## src/rtl/act_layer_sequencer.sv

```systemverilog
// ---------------------------------------------------------------------------
// act_layer_sequencer
//
// Walks one activation job through the activation unit. A job is one
// systolic-array result matrix that arrives as NUM_DIAGS diagonal wavefront
// vectors. Each accepted vector is registered and handed to the activation
// unit with a one-cycle start pulse. The last wavefront is tagged with
// act_input_done. After every wavefront has been acknowledged, the sequencer
// waits for the unit to report the flattened matrix. It then pulses job_done.
//
// Optional feature: define ACT_SEQ_TIMEOUT_EN to add a 16-bit watchdog.
// The watchdog counts cycles spent waiting on the activation unit
// (WAIT_ACK / WAIT_CPL). When it reaches TIMEOUT_CYCLES, the FSM parks in ERR
// with err raised, until the next job_start. Without the macro, err is tied 0.
//
// Ports
//   clk, rst              clock (rising edge), async active-high reset
//   job_start             one-cycle job request, honoured only when idle
//   job_act_type[1:0]     activation select, sampled with job_start
//   job_busy              high whenever a job is in progress (or in ERR)
//   job_done              one-cycle pulse at job completion
//   vec_valid/vec_ready   wavefront handshake from the array drain
//   vec_data              one wavefront vector (NUM_VALUES x DATA_WIDTH)
//   act_start             one-cycle start pulse to the activation unit
//   act_input_done        one-cycle pulse alongside the last act_start
//   act_type[1:0]         latched activation type
//   act_in_value          registered wavefront presented to the unit
//   act_ready             activation unit idle
//   act_output_done       unit finished the current wavefront (pulse)
//   act_output_complete   unit has flattened the full matrix (level)
//   diag_cnt[7:0]         wavefronts completed in the current job
//   err                   watchdog error flag
// ---------------------------------------------------------------------------
module act_layer_sequencer #(
   parameter int DATA_WIDTH     = 32,
   parameter int MAT_ROWS       = 3,
   parameter int MAT_COLS       = 3,
   parameter int NUM_VALUES     = MAT_ROWS + MAT_COLS - 1,
   parameter int NUM_DIAGS      = (MAT_ROWS >= MAT_COLS) ? MAT_ROWS : MAT_COLS,
   parameter int TIMEOUT_CYCLES = 1024
) (
   input  logic                             clk,
   input  logic                             rst,
   input  logic                             job_start,
   input  logic [1:0]                       job_act_type,
   output logic                             job_busy,
   output logic                             job_done,
   input  logic                             vec_valid,
   input  logic [DATA_WIDTH*NUM_VALUES-1:0] vec_data,
   output logic                             vec_ready,
   output logic                             act_start,
   output logic                             act_input_done,
   output logic [1:0]                       act_type,
   output logic [DATA_WIDTH*NUM_VALUES-1:0] act_in_value,
   input  logic                             act_ready,
   input  logic                             act_output_done,
   input  logic                             act_output_complete,
   output logic [7:0]                       diag_cnt,
   output logic                             err
);

   localparam int         VEC_W    = DATA_WIDTH * NUM_VALUES;
   localparam logic [7:0] LAST_IDX = 8'(NUM_DIAGS - 1);

   // diag_cnt is 8 bits wide, and the watchdog counter is 16 bits wide.
   if (NUM_DIAGS < 1 || NUM_DIAGS > 255 || TIMEOUT_CYCLES < 1 || TIMEOUT_CYCLES > 65535) begin : g_bad_cfg
      $error("act_layer_sequencer: NUM_DIAGS or TIMEOUT_CYCLES out of range");
   end

`ifdef ACT_SEQ_TIMEOUT_EN
   typedef enum logic [2:0] {
      S_IDLE, S_WAIT_VEC, S_WAIT_ACK, S_WAIT_CPL, S_FINISH, S_ERR
   } state_t;
`else
   typedef enum logic [2:0] {
      S_IDLE, S_WAIT_VEC, S_WAIT_ACK, S_WAIT_CPL, S_FINISH
   } state_t;
`endif

   state_t             r_state;
   state_t             w_state_nxt;
   logic               w_vec_ready;
   logic               w_handshake;
   logic               w_diag_inc;
   logic               w_job_load;
   logic [1:0]         r_act_type;
   logic [7:0]         r_diag_cnt;
   logic               r_act_start;
   logic               r_input_done;
   logic [VEC_W-1:0]   r_act_in_value;

`ifdef ACT_SEQ_TIMEOUT_EN
   logic [15:0]        r_wd_cnt;
   logic               r_err;
   logic               w_wd_expired;
   logic               w_wd_active;

   // The counter starts at 0 on the first waiting cycle. Expiring at LIMIT-1
   // therefore leaves the state after exactly TIMEOUT_CYCLES cycles.
   assign w_wd_active  = (r_state == S_WAIT_ACK) || (r_state == S_WAIT_CPL);
   assign w_wd_expired = w_wd_active && (r_wd_cnt == 16'(TIMEOUT_CYCLES - 1));

   always_ff @(posedge clk or posedge rst) begin
      if (rst) begin
         r_wd_cnt <= '0;
         r_err    <= 1'b0;
      end else begin
         if (!w_wd_active || (w_state_nxt != r_state))
            r_wd_cnt <= '0;
         else
            r_wd_cnt <= r_wd_cnt + 16'd1;

         if (w_job_load)
            r_err <= 1'b0;
         else if ((w_state_nxt == S_ERR) && (r_state != S_ERR))
            r_err <= 1'b1;
      end
   end

   assign err = r_err;
`else
   assign err = 1'b0;
`endif

   // Next-state / control decode
   always_comb begin
      w_state_nxt = r_state;
      w_vec_ready = 1'b0;
      w_handshake = 1'b0;
      w_diag_inc  = 1'b0;
      w_job_load  = 1'b0;
      case (r_state)
         S_IDLE: begin
            if (job_start) begin
               w_job_load  = 1'b1;
               w_state_nxt = S_WAIT_VEC;
            end
         end
         S_WAIT_VEC: begin
            // Accept only when the activation unit can take the wavefront.
            w_vec_ready = act_ready;
            if (vec_valid && act_ready) begin
               w_handshake = 1'b1;
               w_state_nxt = S_WAIT_ACK;
            end
         end
         S_WAIT_ACK: begin
            if (act_output_done) begin
               w_diag_inc  = 1'b1;
               // The old count being the last index means the new count is NUM_DIAGS.
               w_state_nxt = (r_diag_cnt == LAST_IDX) ? S_WAIT_CPL : S_WAIT_VEC;
            end
`ifdef ACT_SEQ_TIMEOUT_EN
            else if (w_wd_expired) begin
               w_state_nxt = S_ERR;
            end
`endif
         end
         S_WAIT_CPL: begin
            if (act_output_complete)
               w_state_nxt = S_FINISH;
`ifdef ACT_SEQ_TIMEOUT_EN
            else if (w_wd_expired)
               w_state_nxt = S_ERR;
`endif
         end
         S_FINISH: begin
            w_state_nxt = S_IDLE;
         end
`ifdef ACT_SEQ_TIMEOUT_EN
         S_ERR: begin
            if (job_start) begin
               w_job_load  = 1'b1;
               w_state_nxt = S_WAIT_VEC;
            end
         end
`endif
         default: begin
            w_state_nxt = S_IDLE;
         end
      endcase
   end

   always_ff @(posedge clk or posedge rst) begin
      if (rst)
         r_state <= S_IDLE;
      else
         r_state <= w_state_nxt;
   end

   // Job and wavefront registers
   always_ff @(posedge clk or posedge rst) begin
      if (rst) begin
         r_act_type     <= 2'b00;
         r_diag_cnt     <= 8'd0;
         r_act_start    <= 1'b0;
         r_input_done   <= 1'b0;
         r_act_in_value <= '0;
      end else begin
         r_act_start  <= w_handshake;
         r_input_done <= w_handshake && (r_diag_cnt == LAST_IDX);
         if (w_job_load) begin
            r_act_type <= job_act_type;
            r_diag_cnt <= 8'd0;
         end else if (w_diag_inc) begin
            r_diag_cnt <= r_diag_cnt + 8'd1;
         end
         if (w_handshake)
            r_act_in_value <= vec_data;
      end
   end

   assign job_busy       = (r_state != S_IDLE);
   assign job_done       = (r_state == S_FINISH);
   assign vec_ready      = w_vec_ready;
   assign act_start      = r_act_start;
   assign act_input_done = r_input_done;
   assign act_type       = r_act_type;
   assign act_in_value   = r_act_in_value;
   assign diag_cnt       = r_diag_cnt;

endmodule
```

## config.mk

```make
export PLATFORM = sky130hd
export DESIGN_NAME = act_layer_sequencer
export DESIGN_NICKNAME = d
export VERILOG_FILES = /design/src/rtl/act_layer_sequencer.sv
export SDC_FILE = /design/constraint.sdc
export NUM_CORES = 1
export LEC_CHECK = 0
export ABC_AREA = 1
export CORE_AREA = 2 2 134 136
export CTS_BUF_LIST = sky130_fd_sc_hd__clkbuf_4 sky130_fd_sc_hd__clkbuf_8 sky130_fd_sc_hd__clkbuf_16
export DETAILED_ROUTE_END_ITERATION = 12
export DIE_AREA = 0 0 136 138
export PLACE_DENSITY = 0.88
export SLEW_MARGIN = 15
export SYNTH_ARGS = -nofsm -noshare
export SYNTH_HDL_FRONTEND = slang
export SYNTH_SLANG_ARGS = --single-unit
```

## constraint.sdc

```tcl
create_clock -name clk -period 18.25 [get_ports clk]
set_input_delay 4.5625 -clock clk [delete_from_list [all_inputs] [get_ports clk]]
set_output_delay 4.5625 -clock clk [all_outputs]
set_load 0.02 [all_outputs]
```

==> metrics, run 1 <==
CP required=13.69 ns; Die X=between 100 and 150 um; number of fill cells=~1400; Tmin final=around 10 ns; FP Rows=49; CP startpoint kind=primary input; post-synthesis register bit count=roughly 180; PortBufs=343; H-tree depth=4; Die ar.=around 19000 um2; post-synthesis area per instance=between 8 and 9 um2; # nets final=roughly 1300; final setup fails=0; drt drc=0; Switching Share=~38%; Setup TNS=0 ns; crit path capture type=output port; layout cells sized above 1=3.60%; Worst setup startpoint=act_ready; Syn-to-layout area delta=59.0%; vias in the first global route=approximately 6400; Worst Tran Pin Value=slightly above 1 ns; Post-Syn Area=6900 um2; RD Place Congestion=approximately 0.85; gr usage total=about a fifth; CTS tree=yes; switching pwr=between 0.7 and 0.8 mW; max_slew headroom=32.5%; P_int=1.15 mW; Core Box Area=17500 um2; Final WS setup=7.82 ns; worst r2r dst=act_in_value[86]; Final Hold Fails=0; Place WS=a little under 8 ns; placed cell count=roughly 1300; worst reg2reg setup slack=approximately 15 ns; cts bufs inserted=17; crit-path max FO=2; logic gate share of total power=roughly 46%; max_cap viols=0; Pwr Density=between 150 and 200 nW/um2; clk_lat worst skew=around 0.42 ns; fin area=~11000 um2; initial DRC count=about 340; Starting Density=39.4%; R2R cell count=8; Placed Area=roughly 10000 um2; overall power=around 1.9 mW; Worst Hold Class=reg2reg; r2r startpoint=r_state[1]; Detailed Place HPWL=around 14 mm; setup bufs post-CTS=0; CTS Sinks=175; largest net degree at the start of global routing=100; Wirelength per Cell=~14 um; worst setup path class=in2out; fin crit share=57.1%; Peak Freq=0.0959 GHz; Hold EP=act_in_value[136]; Max Transition Viols Final=0; Pre-antenna DRT Iters=7; total nets after synthesis=~970; Reg clk slew, reported paths=roughly 0.060 ns; Root Driver=clkbuf_16; number of synthesis warnings=0; Finished Layout Cells=around 1400; post-detailed-route count of antenna-violating nets=0; Antenna Cells=0; Clock Power Share=18.8%; HP Start=act_in_value[136]; initial antenna violation count=0; # resized after CTS=0; GR Overflow Total=0; clk buf depth=2; Netlist cell types=20; Gate Count Post-Synth=about 800; final wirelength=19.8 mm; IR drop worst, VDD=around 0.1 mV; via count=6365; clk_skew=roughly 0.012 ns; Die Y=about 140 um; Avg Vias per Cell=approximately 4.7; sequential share of the synthesized area=between 60% and 70%; Reg power frac=between 30% and 40%; status=completed; Hold Buf Count CTS=0; io pins=between 300 and 400; first-pass GRT wire length=about 31 mm; P_leak=approximately 5.4 nW; RSZ-0062 raised after global routing=false; Worst Hold Path Cells=2; Worst EP arrival=slightly below 6 ns
registers in the layout, indices dropped and copies added, names as in the netlist:
signal and cells:
r_state 3, act_start 1, diag_cnt 8, act_type 2, act_input_done 1, act_in_value 160
stage by stage:
stage | utilization (%) | hold WS, ns
6_report | 62.6 | 0.478
5_1_grt | 62.6 | 0.494
4_1_cts | 62.6 | 0.481
3_5_place_dp | 59.4 | 0.464
3_3_place_gp | 59.4 | 0.460
2_1_floorplan | - | 0.560
cells in the mapped netlist:
cell type	count	area, um2
buf_2	18	90.1
buf_4	1	7.51
buf_6	10	113
clkbuf_1	8	30.0
clkinv_2	1	5.00
conb_1	1	3.75
dfrtp_1	175	4380
ha_1	2	25.0
inv_1	17	63.8
inv_2	2	7.51
nand2_1	518	1940
nand2_2	1	6.26
nand3_1	13	65.1
nand3_2	1	10.0
nand4_1	5	31.3
nor2_1	13	48.8
nor2_4	1	11.3
nor3_1	4	20.0
o21ai_0	6	30.0
xor2_1	1	8.76
metal layers:
| metal | global-route usage (%) | share of wire [%] | routed length, um | vias to the layer above |
|---|---|---|---|---|
| li1 | - | - | - | 3065 |
| met1 | 24.3 | 39 | 7760 | 2957 |
| met4 | 10.7 | 4.3 | 850 | 0 |
| met3 | 7.11 | 9.4 | 1870 | 59 |
| met5 | 0 | 0 | 0 | - |
| met2 | 34.9 | 47 | 9330 | 284 |
how the worst max path moves through the flow:
stage / endpoint / cells after the start
finish: vec_ready / 4
global route: vec_ready / 4
CTS: vec_ready / 4
detailed placement: vec_ready / 4
global placement: vec_ready / 4
floorplan: vec_ready / 2
cells in the final DEF (no fill, tap or decap), types with 2 or more instances in the layout:
cell	netlist	routed
dfrtp_1	175	175
buf_4	1	3
clkdlybuf4s50_1	0	343
clkinvlp_4	0	3
clkbuf_16	0	17
ha_1	2	2
inv_1	17	16
inv_6	0	7
nor2_1	13	13
o21ai_0	6	6
nand3_1	13	13
nor3_1	4	4
nand2_1	518	518
nand4_1	5	5
clkinv_4	0	2
inv_2	2	2
critical path, cell delays in order:
cell	delay, ns
clkdlybuf4s50_1	0.48
inv_1	0.07
nor2_4	0.14
clkdlybuf4s50_1	0.62
area by class of cell:
class                      count  area (um2)  share of cell area, %
multi-input combinational    566        2210                   20.1
clock inverter                13         128                   1.16
timing repair buffer         346        3460                   31.5
tap                          229         287                   2.61
clock buffer                  18         433                   3.94
inverter                      20        82.6                  0.752
sequential                   175        4380                   39.9
kinds of logic (layout without fill, tap and decap cells):
| family | count (synthesis) | count (layout) | synth area share [%] |
|---|---|---|---|
| AO/OA/AOI/OAI | 6 | 6 | 0.435 |
| XOR/XNOR | 1 | 1 | 0.127 |
| adder cells (fa/ha/maj) | 2 | 2 | 0.363 |
| buffers and inverters | 57 | 397 | 4.59 |
| flip-flops | 175 | 175 | 63.5 |
| other | 1 | 1 | 0.0543 |
| AND/OR/NAND/NOR | 556 | 556 | 31.0 |
power by group through the flow:
| stage | logic, mW | clock network (mW) | registers (mW) |
|---|---|---|---|
| 2_1_floorplan | 0.221 | 0 | 0.859 |
| 6_report | 0.861 | 0.351 | 0.655 |
| 5_1_grt | 0.929 | 0.373 | 0.675 |
| 4_1_cts | 0.872 | 0.358 | 0.655 |
| 3_3_place_gp | 0.849 | 0 | 0.651 |
| 3_5_place_dp | 0.869 | 0 | 0.658 |
No activity file was read; power rests on OpenSTA's default activity.
==> run 2: changes to the inputs <==
Settings changed: CORE_AREA 2 2 134 136 to unset, CORE_UTILIZATION set to 36, DIE_AREA 0 0 136 138 to unset, PLACE_DENSITY 0.88 to 0.84.
Clock period 18.25 ns to 8.35 ns, I/O delays scaled along.
==> run 2 against run 1 <==
Global-route usage decreased by 0.77 points. Sequential share of layout area decreased by 0.28 points. Wire length increased by 0.20%. Highest routed layer unchanged.
==> metrics, run 2 (synthesized netlist as in run 1, its figures left out) <==
status=completed; Die X=about 140 um; GR Overflow Total=0; RD Place Congestion=approximately 0.85; Placed Area=10400 um2; final setup fails=0; Switching Share=between 30 and 40%; switching pwr=approximately 1.6 mW; CP startpoint kind=primary input; via count=about 6200; initial antenna violation count=0; final wirelength=about 20 mm; post-detailed-route count of antenna-violating nets=0; IR drop worst, VDD=0.207 mV; Hold Buf Count CTS=0; Antenna Cells=0; Crit path max-delay family=buffers and inverters; Die ar.=just under 20000 um2; Die Y=about 140 um; FP Rows=50; Avg Vias per Cell=4.53; clk_skew=just over 0.01 ns; clk buf depth=2; vias in the first global route=between 6000 and 7000; CTS tree=yes; number of fill cells=1570; Pre-antenna DRT Iters=7; overall power=about 4.2 mW; Final WS setup=just under 3 ns; fin crit share=approximately two thirds; Worst path max stage delay=between 0.6 and 0.7 ns; Worst Hold Class=reg2reg; # resized after CTS=0; io pins=about 350; fin area=roughly 11000 um2; max_cap viols=0; PortBufs=approximately 340; fin util=about three fifths; most frequent CP cell=clkdlybuf4s50_1; clk_lat worst skew=~0.42 ns; Finished Layout Cells=about 1400; drt drc=0; setup bufs post-CTS=0; Peak Freq=~0.18 GHz; largest net degree at the start of global routing=between 100 and 150; Core Box Area=about 19000 um2; Final Hold Fails=0; Reg power frac=34.5%; Root Driver=clkbuf_16; initial DRC count=~340; RSZ-0062 raised after global routing=false; CP max-delay cell=clkdlybuf4s50_1; cells along the critical path=clkdlybuf4s50_1 -> inv_1 -> nor2_4 -> clkdlybuf4s50_1; crit-path max FO=2; Setup TNS=0 ns; worst path bufs/invs=3; max FFs per register=160; crit path capture type=output port; Worst EP arrival=3.38 ns; P_leak=~5.5 nW; P_int=around 2.6 mW; H-tree depth=4; first-pass GRT wire length=~31 mm; worst setup path class=in2out; Worst Tran Pin Value=about 1.1 ns; Reg clk slew, reported paths=about 0.06 ns; max_slew headroom=approximately 29%; Starting Density=between 30% and 40%; Fin Hold WS=0.477 ns; CP required=6.26 ns; Place WS=2.89 ns; most common cell after layout, fill and taps aside=nand2_1; layout cells sized above 1=3.69%; CTS Sinks=175; Wirelength per Cell=about 14 um; gr usage total=~20%; Clock Power Share=around a fifth; logic gate share of total power=between 40% and 50%; cts bufs inserted=17; most frequent cells in the layout=nand2_1, clkdlybuf4s50_1, dfrtp_1, clkbuf_16, inv_1; placed cell count=approximately 1300; Syn-to-layout area delta=60.2%; Detailed Place HPWL=~14 mm; Tmin final=approximately 5.5 ns; Max Transition Viols Final=0; Pwr Density=377 nW/um2; # nets final=roughly 1300
[run 2: power by group through the flow]
stage / combinational, mW / sequential, mW / clock (mW)
after floorplan: 0.484 / 1.88 / 0
after global placement: 1.86 / 1.43 / 0
after detailed placement: 1.90 / 1.44 / 0
after CTS: 1.90 / 1.44 / 0.870
after global routing: 2.03 / 1.48 / 0.906
final: 1.88 / 1.44 / 0.850
[run 2: path summary, 6_finish.rpt]
| kind | from | endpoint | slack [ns] | cells past startpoint |
|---|---|---|---|---|
| min in group asynchronous | rst | act_in_value[50] | 2.20 | 2 |
| hold reg to reg | act_in_value[112] | act_in_value[112] | 0.48 | 2 |
| setup / recovery | act_ready | vec_ready | 2.89 | 4 |
| setup reg to reg | r_state[1] | act_in_value[61] | 5.28 | 8 |
| hold / removal | act_in_value[112] | act_in_value[112] | 0.48 | 2 |
| max in group asynchronous | rst | act_in_value[27] | 4.58 | 3 |
[run 2: area by class of cell]
cell class	instances	area (um2)	share of cell area [%]
flip-flops and latches	175	4380	39.6
repair buffers	346	3460	31.3
multi-input cells	566	2210	20.0
clock buffers	20	460	4.17
well taps	234	293	2.65
clock inverters	12	173	1.56
inverters	20	82.6	0.747
[run 2: per-layer routing]
metal / wire length, um / share of wire [%] / global-route usage, %
met4: 399 / 2.0 / 7.17
met2: 9520 / 48 / 34.1
met5: 0 / 0 / 0
met1: 8050 / 41 / 23.6
met3: 1880 / 9.5 / 8.10
[run 2: tightest hold or removal path, cell delays in order, from the launching register on]
cell,delay (ns)
dfrtp_1,0.34
nand2_1,0.05
nand2_1,0.05
==> run 3: changes to the inputs <==
Settings changed: CORE_UTILIZATION 36 to 40, PLACE_DENSITY 0.84 to 0.88.
Clock period 8.35 ns to 5.65 ns, I/O delays scaled along.
==> run 3 against run 2 <==
Utilization up 7.3 points. Worst setup slack lost 1.3 ns. Combinational power up 49%. Via count is 3.0% higher. Sequential share of layout area is essentially flat. Sequential cell count unchanged. Critical path depth stayed put. Highest routed layer unchanged. Design area hardly changed. Non-clock buffer count grew 3. Global-route usage increased by 2.6 points.
==> metrics, run 3 (synthesized netlist as in run 1, its figures left out) <==
status=completed; layout cells sized above 1=~3.9%; max FFs per register=160; Fin Hold WS=~0.48 ns; first-pass GRT wire length=~32 mm; H-tree depth=4; Final Hold Fails=0; Syn-to-layout area delta=60.3%; Core Box Area=~17000 um2; P_int=approximately 3.8 mW; Wirelength per Cell=between 10 and 15 um; HP Start=act_in_value[84]; initial DRC count=between 200 and 300; fin util=between 60% and 70%; Die X=approximately 130 um; cells along the critical path=clkdlybuf4s50_1 -> inv_1 -> nor2_4 -> clkdlybuf4s50_1; PortBufs=343; cts bufs inserted=17; most frequent CP cell=clkdlybuf4s50_1; Worst setup startpoint=act_ready; P_leak=about 5.5 nW; CP startpoint kind=primary input; drt drc=0; final wirelength=around 20 mm; largest net degree at the start of global routing=93; Die ar.=17800 um2; Clock Power Share=about a fifth; io pins=about 350; setup bufs post-CTS=0; Detailed Place HPWL=between 10 and 15 mm; switching pwr=2.36 mW; Worst EP arrival=2.70 ns; CTS tree=yes; worst path bufs/invs=3; Starting Density=between 40% and 50%; Crit path max-delay family=buffers and inverters; Worst Hold Class=reg2reg; IR drop worst, VDD=between 0.3 and 0.4 mV; FP Rows=between 40 and 50; RSZ-0062 raised after global routing=false; Hold Buf Count CTS=0; most frequent cells in the layout=nand2_1, clkdlybuf4s50_1, dfrtp_1, clkbuf_16, inv_1; Final WS setup=1.54 ns; fin crit share=between 70% and 80%; Switching Share=between 30 and 40%; Worst Tran Pin Value=approximately 0.9 ns; CTS Sinks=175; Root Driver=clkbuf_16; crit-path max FO=2; vias in the first global route=6400; Die Y=133 um; GR Overflow Total=0; r2r startpoint=r_state[1]; Pre-antenna DRT Iters=5; Peak Freq=~0.24 GHz; Reg clk slew, reported paths=approximately 0.060 ns; crit path capture type=output port; post-detailed-route count of antenna-violating nets=0; number of fill cells=1286; Reg power frac=about a third; # nets final=1300; initial antenna violation count=1; CP required=4.24 ns; final setup fails=0; Worst path max stage delay=0.61 ns; max_slew headroom=between 40% and 50%; clk_skew=0.0138 ns; most common cell after layout, fill and taps aside=nand2_1; logic gate share of total power=a little under half; Pwr Density=around 550 nW/um2; worst setup path class=in2out; Max Transition Viols Final=0; via count=6407; clk_lat worst skew=approximately 0.43 ns; CP max-delay cell=clkdlybuf4s50_1; clk buf depth=2; RD Place Congestion=0.839; # resized after CTS=0; Place WS=1.54 ns; gr usage total=~23%; Tmin final=approximately 4 ns; max_cap viols=0; Avg Vias per Cell=between 4 and 5; Setup TNS=0 ns
==> run 3: cell types whose count changed in the layout (fill, tap and decap cells not counted), sizes merged <==
cell	before	now
clkbuf	20	18
inv	26	27
diode	0	1
bufinv	3	2
clkinvlp	1	3
buf	3	6
==> run 3: layout make-up <==
cell class	count	area (um2)	share of cell area (%)
repair buffers	349	3500	31.7
clock inverters	14	170	1.54
inverters	20	81.3	0.735
well taps	220	275	2.49
flip-flops and latches	175	4380	39.6
clock buffers	18	439	3.97
multi-input cells	566	2210	20.0
diodes	1	2.50	0.0226
==> run 3: worst register-to-register path, cell delays in order (launching register included) <==
cell and delay, ns:
dfrtp_1 0.47, inv_2 0.14, nand3_2 0.11, nor2_4 0.13, nand2_4 0.07, inv_4 0.35
buf_12 0.38, nand2_1 0.23, nand2_1 0.09
==> run 3: layer usage <==
layer | global-route usage (%) | wire, um | part of all wire [%] | vias to the layer above
met2 | 40.2 | 10200 | 51 | 276
met4 | 9.28 | 500 | 2.5 | 0
met1 | 25.8 | 7720 | 38 | 3033
met5 | 0 | 0 | 0 | -
met3 | 7.12 | 1670 | 8.3 | 34
li1 | - | - | - | 3064
==> run 3: stage by stage <==
stage	power, mW	instances	instance area [um2]
3_5_place_dp	4.95	1330	10400
3_3_place_gp	4.86	1330	10400
5_1_grt	6.48	1363	11100
6_report	6.14	1363	11100
2_1_floorplan	3.49	798	6900
4_1_cts	6.19	1362	11100
==> run 3: power by group through the flow <==
stage | clock network (mW) | logic [mW] | registers (mW)
after global routing | 1.28 | 3.01 | 2.19
final | 1.20 | 2.80 | 2.13
after CTS | 1.23 | 2.83 | 2.12
after detailed placement | 0 | 2.82 | 2.13
after floorplan | 0 | 0.715 | 2.78
after global placement | 0 | 2.76 | 2.11
==> run 3: path summary, 6_finish.rpt <==
kind / slack (ns) / cells past startpoint / to
setup / recovery: 1.54 / 4 / vec_ready
max in group asynchronous: 3.09 / 3 / act_in_value[113]
min in group asynchronous: 1.53 / 2 / act_in_value[126]
hold reg to reg: 0.48 / 2 / act_in_value[84]
setup reg to reg: 3.63 / 8 / act_in_value[47]
hold / removal: 0.48 / 2 / act_in_value[84]
